**src/rtl/flex_counter_ud.sv**
```systemverilog
// flex_counter_ud: bidirectional counter with preload, selectable wrap base, one-shot stop,
// registered terminal/wrap flags and a saturating wrap-event counter.
module flex_counter_ud #(
   parameter int NUM_CNT_BITS  = 4,
   parameter int WRAP_TO_ZERO  = 0,
   parameter int WRAP_CNT_BITS = 8
) (
   input  logic                     clk,
   input  logic                     n_rst,
   input  logic                     clear_i,
   input  logic                     load_i,
   input  logic [NUM_CNT_BITS-1:0]  load_val_i,
   input  logic                     count_enable_i,
   input  logic                     count_up_i,
   input  logic                     one_shot_i,
   input  logic [NUM_CNT_BITS-1:0]  rollover_val_i,
   output logic [NUM_CNT_BITS-1:0]  count_out_o,
   output logic                     rollover_flag_o,
   output logic                     wrap_pulse_o,
   output logic                     done_o,
   output logic [WRAP_CNT_BITS-1:0] wrap_cnt_o
);
   localparam logic [NUM_CNT_BITS-1:0] BASE = (WRAP_TO_ZERO != 0) ? '0 : NUM_CNT_BITS'(1);
   logic [NUM_CNT_BITS-1:0]  count_q, count_d, term;
   logic [WRAP_CNT_BITS-1:0] wrap_cnt_q, wrap_cnt_d;
   logic                     rollover_q, wrap_q, done_q;
   logic                     hold, step, wrap;
   always_comb begin
      term       = count_up_i ? rollover_val_i : BASE;
      hold       = one_shot_i && (count_q == term);
      step       = count_enable_i && !clear_i && !load_i && !hold;
      // Down-counting reloads from BASE and also from 0, so BASE=1 never underflows
      wrap       = step && (count_up_i ? (count_q == rollover_val_i)
                                       : (count_q == BASE || count_q == '0));
      count_d    = clear_i ? '0 :
                   load_i  ? load_val_i :
                   !step   ? count_q :
                   wrap    ? (count_up_i ? BASE : rollover_val_i) :
                   count_up_i ? count_q + NUM_CNT_BITS'(1) : count_q - NUM_CNT_BITS'(1);
      wrap_cnt_d = (clear_i || load_i)      ? '0 :
                   (wrap && !(&wrap_cnt_q)) ? wrap_cnt_q + WRAP_CNT_BITS'(1) : wrap_cnt_q;
   end
   always_ff @(posedge clk or negedge n_rst) begin
      if (!n_rst) begin
         count_q    <= '0;
         rollover_q <= 1'b0;
         wrap_q     <= 1'b0;
         done_q     <= 1'b0;
         wrap_cnt_q <= '0;
      end else begin
         count_q    <= count_d;
         rollover_q <= (count_d == term);
         wrap_q     <= wrap;
         done_q     <= one_shot_i && (count_d == term);
         wrap_cnt_q <= wrap_cnt_d;
      end
   end
   assign count_out_o     = count_q;
   assign rollover_flag_o = rollover_q;
   assign wrap_pulse_o    = wrap_q;
   assign done_o          = done_q;
   assign wrap_cnt_o      = wrap_cnt_q;
endmodule

```
**config.mk**
```make
export PLATFORM = sky130hd
export DESIGN_NAME = flex_counter_ud
export DESIGN_NICKNAME = d
export VERILOG_FILES = /design/src/rtl/flex_counter_ud.sv
export SDC_FILE = /design/constraint.sdc
export NUM_CORES = 1
export LEC_CHECK = 0
export ABC_AREA = 0
export BUFFER_PORTS_ARGS = -buffer_cell sky130_fd_sc_hd__buf_2
export CAP_MARGIN = 20
export CORE_UTILIZATION = 50
export DETAILED_ROUTE_END_ITERATION = 10
export PLACE_DENSITY = 0.75
export SYNTH_ARGS = -nofsm -noshare
export SYNTH_HDL_FRONTEND = slang
export SYNTH_SLANG_ARGS = --single-unit
```
**constraint.sdc**
```tcl
create_clock -name clk -period 6.3 [get_ports clk]
set_clock_uncertainty 0.05 [all_clocks]
set_input_delay 0.315 -clock clk [delete_from_list [all_inputs] [get_ports clk]]
set_output_delay 0.315 -clock clk [all_outputs]
set_load 0.01 [all_outputs]
```
==> qor.yml <==
synthesis:
  yosys.area.top_type: "dfrtp_1"
  avgSynthCellArea_um2: 8.97
  synth_flop_cell: "dfrtp_1"
  synth_nets: 160
  netlist-cell-type-count: 49
  async_reset_ff_frac: 1.00
  synth-edff-count: 0
  synth_cells: 140
  ys_top_cells_by_area: "dfrtp_1 (30%), xnor2_1 (7.0%), ha_1 (5.0%), inv_1 (3.3%), nand2_1 (3.0%)"
  ys_ff_latch: 15
  synth.most_common_cell: "dfrtp_1"
  yosysWarnings: 0
  synthTopCellsByCount: "dfrtp_1 (15), inv_1 (11), nand2_1 (10), nor2_1 (10), xnor2_1 (10)"
  yosys.area.top_type_share: 0.299
  yosysSeqAreaShare: 0.299
  synth_area_um2: 1260
clock_network:
  post-cts-setup-buffer-count: 0
  insertion_delay_ps: 290
  clockRootBuffer: "clkbuf_4"
  ctsResizeCount: 0
  clock-sinks: 15
  clkTransAtPathRegs_ps: 90
  htreeDepth: 1
  hold_buffers: 1
  cts_tree: "done"
  cts_buffers: 3
  clk_path_buf_depth: 2
global_routing:
  first_global_vias: 1114
  antenna_found_initial: 0
  grt_use_total: 0.239
  grt_overflow: 0
  grt_max_degree: 17
  grt_first_pass_wirelength_um: 4780
hold_path:
  min_path_type: "input pin to register"
  holdPathEnd: "done_o$_DFF_PN0_"
  hp-start: "one_shot_i"
  holdPathStages: 2
critical_path:
  critPathTopFamily: "simple AND/OR/NAND/NOR gates"
  startpoint_type: "register"
  reg2reg_slack_ps: 3490
  cp.depth: 10
  reg2reg_from: "count_out_o[1]$_DFF_PN0_"
  crit_chain: "inv_1, ha_1, o21ba_2, and2_2, a21oi_4, a22o_1, o21ai_2, or4_1, and4_4, nor3b_2"
  crit_fanout: 10
  cp.required_ps: 6460
  r2r_end: "done_o$_DFF_PN0_"
  slowest_stage: "dfrtp_1"
  critPathBufInv: 1
  critPathKind: "register to register"
  reg2reg_depth: 10
  endpoint_kind: "register"
  critPathMaxStageDelay_ps: 550
  arrival_ps: 2970
floorplan:
  rows: 17
  die_w_um: 52.1
  dieArea_um2: 2720
  dieHeight_um: 52.1
  pin_count: 30
  start_util: 0.547
  core_area_um2: 2300
power:
  peakVddDrop_mv: 0.120
  leakagePower_nw: 0.663
  power.density_nw_per_um2: 161
route:
  drt_first_pass_iters: 4
  ant_nets: 0
  drc: 0
  wl_per_cell_um: 14.4
  drt_iter0_drc: 23
  routed_wl_um: 2860
  dr_total_vias: 1190
  vias_per_cell: 6.01
sta:
  drv_slew: 0
  fmax_mhz: 355
  hold_ws_ps: 282
  setup_violations: 0
  setup_tns_ps: 0
  rsz0062_at_grt: "false"
  fin_crit_sh: 0.447
  worst_slew_pin_slew_ps: 433
  slew_headroom: 0.712
  period_minus_slack_ps: 2810
  finalHoldViolCount: 0
flow_run:
  drv_cap: 0
placement:
  gp_congestion: 0.843
  dp_hpwl_um: 2260
  place_area_um2: 1410
  dp.cells: 193
  port_buffers: 29
finish:
  final_core_util: 0.628
  area_growth_pct: 14.8
  drive_above_1_share: 0.259
  finalNonFillerCells: 198
  nets: 191
  fin_area_um2: 1440
  antenna_cells: 0
run_status:
  status: "completed"
## layer usage
layer  vias up  GRT usage  wire, um
li1        579          -         -
met1       561      0.305      1290
met2        46      0.406      1370
met3         4     0.0614       176
met4         0     0.0405        22
met5         -          0         0
## registers in the layout, indices dropped and copies added (netlist names)
| register | count |
|---|---|
| wrap_pulse_o | 1 |
| rollover_flag_o | 1 |
| count_out_o | 4 |
| wrap_cnt_o | 8 |
| done_o | 1 |
## cells by family after synthesis
group / share of synthesized area
AND/OR/NAND/NOR: 0.222
AO/OA/AOI/OAI: 0.262
buffers and inverters: 0.0598
flip-flops: 0.299
XOR/XNOR: 0.0837
adder cells (fa/ha/maj): 0.0498
multiplexers: 0.0239
## placed cells by master (no fill, tap or decap), drive strengths merged, types with 2 or more instances in the layout
cell    instances
a22oi           2
o211ai          5
nand4           4
and4            4
a211oi          2
nor3            4
a31oi           2
dfrtp          15
and3            2
nor2b           3
xor2            2
nand2          10
inv            12
a21oi           5
buf            29
ha              5
clkbuf          4
nor2           10
or4             3
and2            3
mux2i           3
o21ai           7
nand3           4
xnor2          10
## power by group
part | internal [mW] | total (mW) | switching, mW | leakage, nW
Sequential | 0.0993 | 0.106 | 0.00662 | 0.204
Clock | 0.0246 | 0.0545 | 0.0299 | 0.0150
Combinational | 0.0303 | 0.0726 | 0.0423 | 0.444
Total | 0.154 | 0.233 | 0.0788 | 0.663
## layout make-up
type                       instances  area (um^2)
tap                               28         35.0
fill                             213          855
multi-input combinational        109          806
clock buffer                       4         26.3
sequential                        15          375
timing repair buffer              30          155
inverter                          12         45.0
## per-stage QoR
stage	total power [mW]	worst slack [ps]
floorplan	0.159	3660
global placement	0.177	3600
detailed placement	0.179	3530
CTS	0.235	3490
global route	0.248	3370
finish	0.233	3490
## worst max path at each step
stage	from	end	slack (ps)
after floorplan	count_out_o[0]$_DFF_PN0_	done_o$_DFF_PN0_	3660
after global placement	count_out_o[0]$_DFF_PN0_	done_o$_DFF_PN0_	3600
after detailed placement	count_out_o[1]$_DFF_PN0_	done_o$_DFF_PN0_	3530
after CTS	count_out_o[1]$_DFF_PN0_	done_o$_DFF_PN0_	3490
after global routing	count_out_o[1]$_DFF_PN0_	done_o$_DFF_PN0_	3370
final	count_out_o[1]$_DFF_PN0_	done_o$_DFF_PN0_	3490
(Power assumes the default switching activity.)
